$ cat config.mk
export PLATFORM = sky130hd
export DESIGN_NAME = axi_mport_ctl
export DESIGN_NICKNAME = d
export VERILOG_FILES = /design/src/rtl/axi_mport_pkg.sv /design/src/rtl/axi_mport_linebuf.sv /design/src/rtl/axi_mport_ctl.sv
export SDC_FILE = /design/constraint.sdc
export NUM_CORES = 1
export LEC_CHECK = 0
export ABC_AREA = 1
export CORE_UTILIZATION = 25
export CTS_CLUSTER_SIZE = 8
export DETAILED_ROUTE_END_ITERATION = 7
export HOLD_SLACK_MARGIN = 0.05
export PLACE_DENSITY_LB_ADDON = 0.3
export SLEW_MARGIN = 20
export SYNTH_ARGS = -nofsm -noshare
export SYNTH_HDL_FRONTEND = slang
export SYNTH_SLANG_ARGS = --single-unit
$ cat constraint.sdc
create_clock -name clk -period 6.29 [get_ports clk]
set_input_delay 0.629 -clock clk [delete_from_list [all_inputs] [get_ports clk]]
set_output_delay 0.629 -clock clk [all_outputs]
set_load 0.01 [all_outputs]
$ cat src/rtl/axi_mport_pkg.sv
// rtl/axi_mport_pkg.sv - shared state type, AXI constants and round-robin picker for axi_mport_ctl
package axi_mport_pkg;

    typedef enum logic [2:0] {
        ST_IDLE,
        ST_LOAD,
        ST_AR,
        ST_R,
        ST_AW,
        ST_W,
        ST_B,
        ST_DONE
    } state_t;

    localparam logic [1:0] AXI_BURST_INCR  = 2'b01;
    localparam logic [1:0] AXI_RESP_OKAY   = 2'b00;
    localparam logic [1:0] AXI_RESP_EXOKAY = 2'b01;
    localparam logic [1:0] AXI_RESP_SLVERR = 2'b10;
    localparam logic [1:0] AXI_RESP_DECERR = 2'b11;

    localparam int MAX_PORTS = 8;

    // First set request at or above ptr, wrapping at n; the lowest offset wins.
    function automatic logic [MAX_PORTS-1:0] rr_pick(input logic [MAX_PORTS-1:0] req,
                                                     input logic [2:0] ptr,
                                                     input int n);
        logic [MAX_PORTS-1:0] pick;
        logic [2:0] idx;
        pick = '0;
        for (int i = MAX_PORTS - 1; i >= 0; i--) begin
            if (i < n) begin
                idx = 3'((int'(ptr) + i) % n);
                if (req[idx]) begin
                    pick      = '0;
                    pick[idx] = 1'b1;
                end
            end
        end
        return pick;
    endfunction

endpackage

$ cat src/rtl/axi_mport_linebuf.sv
// rtl/axi_mport_linebuf.sv - line buffer, one write port and two asynchronous read ports
module axi_mport_linebuf #(
    parameter int DATA_W    = 64,
    parameter int MAX_BEATS = 8,
    parameter int IDX_W     = $clog2(MAX_BEATS)
) (
    input  logic              clk,
    input  logic              wen,
    input  logic [IDX_W-1:0]  widx,
    input  logic [DATA_W-1:0] wdata,
    input  logic [IDX_W-1:0]  ridx_a,
    output logic [DATA_W-1:0] rdata_a,
    input  logic [IDX_W-1:0]  ridx_b,
    output logic [DATA_W-1:0] rdata_b
);

    logic [DATA_W-1:0] mem [MAX_BEATS];

    always_ff @(posedge clk) begin
        if (wen) begin
            mem[widx] <= wdata;
        end
    end

    assign rdata_a = mem[ridx_a];
    assign rdata_b = mem[ridx_b];

endmodule

$ cat src/rtl/axi_mport_ctl.sv
// rtl/axi_mport_ctl.sv - N-port round-robin AXI4 master with a shared line buffer
module axi_mport_ctl
    import axi_mport_pkg::*;
#(
    parameter int N_PORTS   = 2,
    parameter int ADDR_W    = 64,
    parameter int DATA_W    = 64,
    parameter int ID_W      = 4,
    parameter int MAX_BEATS = 8,
    parameter int IDX_W     = $clog2(MAX_BEATS)
) (
    input  logic                           clk,
    input  logic                           rst,
    input  logic [N_PORTS-1:0]             req,
    input  logic [N_PORTS-1:0]             we,
    input  logic [N_PORTS*ADDR_W-1:0]      addr,
    input  logic [N_PORTS*8-1:0]           len,
    input  logic [N_PORTS*(DATA_W/8)-1:0]  strb,
    input  logic [N_PORTS-1:0]             commit,
    input  logic [N_PORTS-1:0]             ack,
    output logic [N_PORTS-1:0]             grant,
    output logic [N_PORTS-1:0]             done,
    output logic                           err,
    input  logic                           buf_wen,
    input  logic [IDX_W-1:0]               buf_idx,
    input  logic [DATA_W-1:0]              buf_wdata,
    output logic [DATA_W-1:0]              buf_rdata,
    output logic                           ar_valid,
    input  logic                           ar_ready,
    output logic [ADDR_W-1:0]              ar_addr,
    output logic [ID_W-1:0]                ar_id,
    output logic [7:0]                     ar_len,
    output logic [2:0]                     ar_size,
    output logic [1:0]                     ar_burst,
    input  logic                           r_valid,
    output logic                           r_ready,
    input  logic [DATA_W-1:0]              r_data,
    input  logic [1:0]                     r_resp,
    input  logic                           r_last,
    output logic                           aw_valid,
    input  logic                           aw_ready,
    output logic [ADDR_W-1:0]              aw_addr,
    output logic [ID_W-1:0]                aw_id,
    output logic [7:0]                     aw_len,
    output logic [2:0]                     aw_size,
    output logic [1:0]                     aw_burst,
    output logic                           w_valid,
    input  logic                           w_ready,
    output logic [DATA_W-1:0]              w_data,
    output logic [DATA_W/8-1:0]            w_strb,
    output logic                           w_last,
    input  logic                           b_valid,
    output logic                           b_ready,
    input  logic [1:0]                     b_resp
);

    localparam logic [IDX_W:0] BEAT_ONE = 1;

    state_t                 state, state_nxt;
    logic [2:0]             rr_ptr, gidx, pick_idx;
    logic [MAX_PORTS-1:0]   req_ext, pick;
    logic [ADDR_W-1:0]      addr_sel, lat_addr;
    logic [7:0]             len_sel;
    logic [IDX_W-1:0]       len_clamped, lat_len;
    logic [DATA_W/8-1:0]    strb_sel, lat_strb;
    logic                   we_sel;
    logic [IDX_W:0]         beat;
    logic                   beat_in_range, last_beat;
    logic                   lb_wen;
    logic [IDX_W-1:0]       lb_widx;
    logic [DATA_W-1:0]      lb_wdata;
    logic                   unused_resp_bits;

    assign unused_resp_bits = ^{r_resp[0], b_resp[0]};

    always_comb begin
        req_ext                = '0;
        req_ext[N_PORTS-1:0]   = req;
    end

    assign pick = rr_pick(req_ext, rr_ptr, N_PORTS);

    always_comb begin
        pick_idx = '0;
        for (int i = 0; i < MAX_PORTS; i++) begin
            if (pick[i]) pick_idx = 3'(i);
        end
    end

    assign addr_sel    = addr[int'(pick_idx)*ADDR_W +: ADDR_W];
    assign len_sel     = len[int'(pick_idx)*8 +: 8];
    assign strb_sel    = strb[int'(pick_idx)*(DATA_W/8) +: DATA_W/8];
    assign we_sel      = |(we & pick[N_PORTS-1:0]);
    assign len_clamped = (int'(len_sel) >= MAX_BEATS) ? IDX_W'(MAX_BEATS - 1) : len_sel[IDX_W-1:0];

    // beat saturates at len+1 so surplus read beats can never wrap onto earlier slots
    assign beat_in_range = (beat <= {1'b0, lat_len});
    assign last_beat     = (beat == {1'b0, lat_len});

    always_ff @(posedge clk or negedge rst) begin
        if (!rst) begin
            state <= ST_IDLE;
        end else begin
            state <= state_nxt;
        end
    end

    always_comb begin
        state_nxt = state;
        ar_valid  = 1'b0;
        r_ready   = 1'b0;
        aw_valid  = 1'b0;
        w_valid   = 1'b0;
        b_ready   = 1'b0;
        done      = '0;
        case (state)
            ST_IDLE: if (|req) state_nxt = we_sel ? ST_LOAD : ST_AR;
            ST_LOAD: if (|(commit & grant)) state_nxt = ST_AW;
            ST_AR: begin
                ar_valid = 1'b1;
                if (ar_ready) state_nxt = ST_R;
            end
            ST_R: begin
                r_ready = 1'b1;
                if (r_valid && r_last) state_nxt = ST_DONE;
            end
            ST_AW: begin
                aw_valid = 1'b1;
                if (aw_ready) state_nxt = ST_W;
            end
            ST_W: begin
                w_valid = 1'b1;
                if (w_ready && last_beat) state_nxt = ST_B;
            end
            ST_B: begin
                b_ready = 1'b1;
                if (b_valid) state_nxt = ST_DONE;
            end
            ST_DONE: begin
                done = grant;
                if (|(ack & grant)) state_nxt = ST_IDLE;
            end
            default: state_nxt = ST_IDLE;
        endcase
    end

    always_ff @(posedge clk or negedge rst) begin
        if (!rst) begin
            rr_ptr   <= '0;
            gidx     <= '0;
            grant    <= '0;
            err      <= 1'b0;
            beat     <= '0;
            lat_addr <= '0;
            lat_len  <= '0;
            lat_strb <= '0;
        end else begin
            case (state)
                ST_IDLE: begin
                    if (|req) begin
                        grant    <= pick[N_PORTS-1:0];
                        gidx     <= pick_idx;
                        lat_addr <= addr_sel;
                        lat_len  <= len_clamped;
                        lat_strb <= strb_sel;
                        beat     <= '0;
                        err      <= 1'b0;
                    end
                end
                ST_R: begin
                    if (r_valid) begin
                        err <= err | r_resp[1];
                        if (beat_in_range) beat <= beat + BEAT_ONE;
                    end
                end
                ST_W: if (w_ready && !last_beat) beat <= beat + BEAT_ONE;
                ST_B: if (b_valid) err <= b_resp[1];
                ST_DONE: begin
                    if (|(ack & grant)) begin
                        grant  <= '0;
                        err    <= 1'b0;
                        rr_ptr <= (gidx == 3'(N_PORTS - 1)) ? 3'd0 : gidx + 3'd1;
                    end
                end
                default: ;
            endcase
        end
    end

    // AXI R owns the buffer write port while reading; the granted port only during LOAD
    assign lb_wen   = (state == ST_LOAD && buf_wen) || (state == ST_R && r_valid && beat_in_range);
    assign lb_widx  = (state == ST_R) ? beat[IDX_W-1:0] : buf_idx;
    assign lb_wdata = (state == ST_R) ? r_data : buf_wdata;

    axi_mport_linebuf #(
        .DATA_W    (DATA_W),
        .MAX_BEATS (MAX_BEATS),
        .IDX_W     (IDX_W)
    ) u_linebuf (
        .clk     (clk),
        .wen     (lb_wen),
        .widx    (lb_widx),
        .wdata   (lb_wdata),
        .ridx_a  (beat[IDX_W-1:0]),
        .rdata_a (w_data),
        .ridx_b  (buf_idx),
        .rdata_b (buf_rdata)
    );

    assign ar_addr  = lat_addr;
    assign aw_addr  = lat_addr;
    assign ar_id    = ID_W'(gidx);
    assign aw_id    = ID_W'(gidx);
    assign ar_len   = 8'(lat_len);
    assign aw_len   = 8'(lat_len);
    assign ar_size  = 3'($clog2(DATA_W / 8));
    assign aw_size  = 3'($clog2(DATA_W / 8));
    assign ar_burst = AXI_BURST_INCR;
    assign aw_burst = AXI_BURST_INCR;
    assign w_strb   = lat_strb;
    assign w_last   = last_beat;

endmodule

==> results.yml <==
timing:
  min_period_ns: 4.55
  setup_tns_ns: 0
  setup_viol: 0
  fin_crit_sh_pct: 72.3
  clock_skew_ns: 0.0190
  tightest_slew_ns: 1.16
  grt_setup_unrepaired: "false"
  hold_viol: 0
  drv_slew: 0
  fmax_mhz: 220
  hold_ws_ns: 0.492
  finalWorstSetupSlack_ns: 1.74
  slew_headroom_pct: 23.0
power_and_ir_drop:
  power.total_w: 0.0164
  p_leak_nw: 14.5
  power.density_nw_per_um2: 417
  peakVddDrop_uv: 262
synth:
  syn_area_um2: 30500
  synthTopCellsByArea: "edfxtp_1 50%, o21ai_0 10%, nand2_1 8.8%, dfrtp_1 7.1%, o21ai_1 4.7%"
  synthTopCellsByCount: "719 x nand2_1, 634 x o21ai_0, 512 x edfxtp_1"
  synth.avg_cell_area_um2: 8.92
  synth_edf_count: 512
  async_flop_share_pct: 14.5
  synth-seq-cells: 599
  synth_seq_area_share_pct: 57.5
  ys_warn_count: 0
  synth_top_area_share_pct: 50.4
  yosysMostFrequentCell: "nand2_1"
  yosysTopAreaCell: "edfxtp_1"
  syn_inst: 3423
  ys_types: 30
  synth_ff_type: "edfxtp_1"
floorplan:
  row_count: 127
  die_area_um2: 124000
  io_pins: 621
  core_area_um2: 120000
  die_w_um: 351
  fp.dieH_um: 351
  start_util_pct: 25.3
cts:
  clock_sinks: 599
  cts_made_buffers: 85
  clk_path_buf_depth: 3
  cts_max_level: 3
  postCtsSetupRepairBufs: 0
  cts_tree: "done"
  clk_pin_slew_ns: 0.05
  insertion_delay_ns: 0.65
  cts-root-buf: "clkbuf_16"
worst_setup_path:
  reg2reg_setup_slack_ns: 2.21
  worstReg2RegStart: "beat[0]"
  critPathRequiredTime_ns: 5.66
  rr_worst_depth: 11
  crit_start: "beat[0]"
  cp.arrival_ns: 3.92
  worst-path-max-fanout: 107
  setup.worst_path.start_class: "register"
  cp-endpoint: "w_data[35]"
  r2r-end: "u_linebuf.mem[6][40]"
  end_kind: "primary output"
  critical_path_class: "register to primary output"
cells_and_area:
  final_layout_size_suffix_gt1_share_pct: 4.75
  num_antenna_cells: 0
  nNetsFinal: 4140
  final_cell_area_um2: 39400
  area_growth_pct: 29.1
global_routing:
  grt-ovfl-total: 0
  grt_max_degree: 198
  grt_pass1_vias: 24900
  antenna_found_initial: 1
  grt_pass1_wl_um: 157000
  gr-usage-all-layers_pct: 16.9
job:
  drv_cap: 0
detailed_routing:
  dr.pass1.iters: 5
  drcViolationCount: 0
  wire_per_inst_um: 19.7
  viasPerCell: 4.71
  ant_nets: 0
  via_count: 25700
  drtIter0Drc: 2003
  drt_wl_total_um: 107000
placement:
  dpl.hpwl_um: 64100
  gp_congestion: 0.828
  io_buffers: 592
  place_area_um2: 37100
  place_ws_ns: 2.04
worst_hold_path:
  hold_class: "register to register"
  hold_path_depth: 2
outcome:
  status: "finished, final reports clean"
==> report_power, final <==
part	internal (W)	total, W	switching (W)	leakage (nW)
combinational	0.00266	0.00653	0.00387	7.70
sequential	0.00516	0.00574	0.000583	5.68
clock	0.00246	0.00417	0.00170	1.13
==> critical path, stage by stage (launching register included) <==
cell             delay, ns
dfrtp_4               1.00
buf_4                 0.91
o21ai_0               0.22
o21ai_0               0.19
nand2_1               0.07
nand2_1               0.15
clkdlybuf4s50_1       0.56
==> kinds of logic (layout without fill, tap and decap cells) <==
group,Yosys count,after routing,share of synthesized area [%]
AOI/OAI and AO/OA,1188,1188,19.5
buffers and inverters,504,908,8.44
and+or+nand+nor,1125,1125,14.3
other,2,26,0.0246
DFF,599,599,57.5
adders and majority gates,4,4,0.164
xor gates and xnor gates,1,1,0.0287
==> final cells by class <==
cell class	instances	area, um^2
Multi-Input combinational cell	2344	10600
Fill cell	12300	81000
Clock buffer	107	2230
Timing Repair Buffer	634	6340
Clock inverter	7	98.8
Tap cell	1612	2020
Sequential cell	599	17600
Inverter	160	607
==> metrics by stage <==
stage / std cells / utilization [%]
global route: 5463 / 32.7
finish: 5463 / 32.7
CTS: 5463 / 32.7
floorplan: 3447 / -
detailed placement: 5348 / 30.8
global placement: 5348 / 30.8
==> how the worst min path moves through the flow <==
stage / from / end / slack, ns
2_1_floorplan: rst / ar_addr[0] / 0.33
3_3_place_gp: w_strb[0] / w_strb[0] / 0.47
3_5_place_dp: w_strb[6] / w_strb[6] / 0.49
4_1_cts: rst / w_strb[5] / 0.48
5_1_grt: w_strb[2] / w_strb[2] / 0.52
6_report: w_strb[1] / w_strb[1] / 0.49
==> flip-flops by register name (all words and copies together), names as in the netlist, 2 cells and up <==
register       flops
beat               4
u_linebuf.mem    512
lat_len            3
ar_addr           64
state              3
grant              2
w_strb             8
==> per-layer routing <==
metal	GRT usage, %	wire length, um
met4	5.18	2320
met3	2.70	6400
met5	0	11
met2	28.0	51000
met1	22.4	47700
==> timing repair <==
| item | CTS | global route |
|---|---|---|
| hold buffers | 1 | 0 |
| gates resized for setup | 0 | 0 |
| hold endpoints to repair | 39 | 0 |
==> layout by cell type, fill, tap and decap left out, drive strengths merged <==
master	Yosys	final
clkdlybuf4s50	0	588
nor2	365	365
a21boi	3	3
ha	4	4
nand4	9	9
nor3	2	2
buf	233	45
o21ai	925	925
conb	2	26
xnor2	1	1
clkbuf	111	107
a21oi	260	260
dfrtp	87	87
or2	1	1
nand2	725	725
inv	160	164
edfxtp	512	512
clkinv	0	3
dlygate4sd3	0	1
nand3	22	22
nand3b	1	1
No activity file was read; power rests on OpenSTA's default activity.
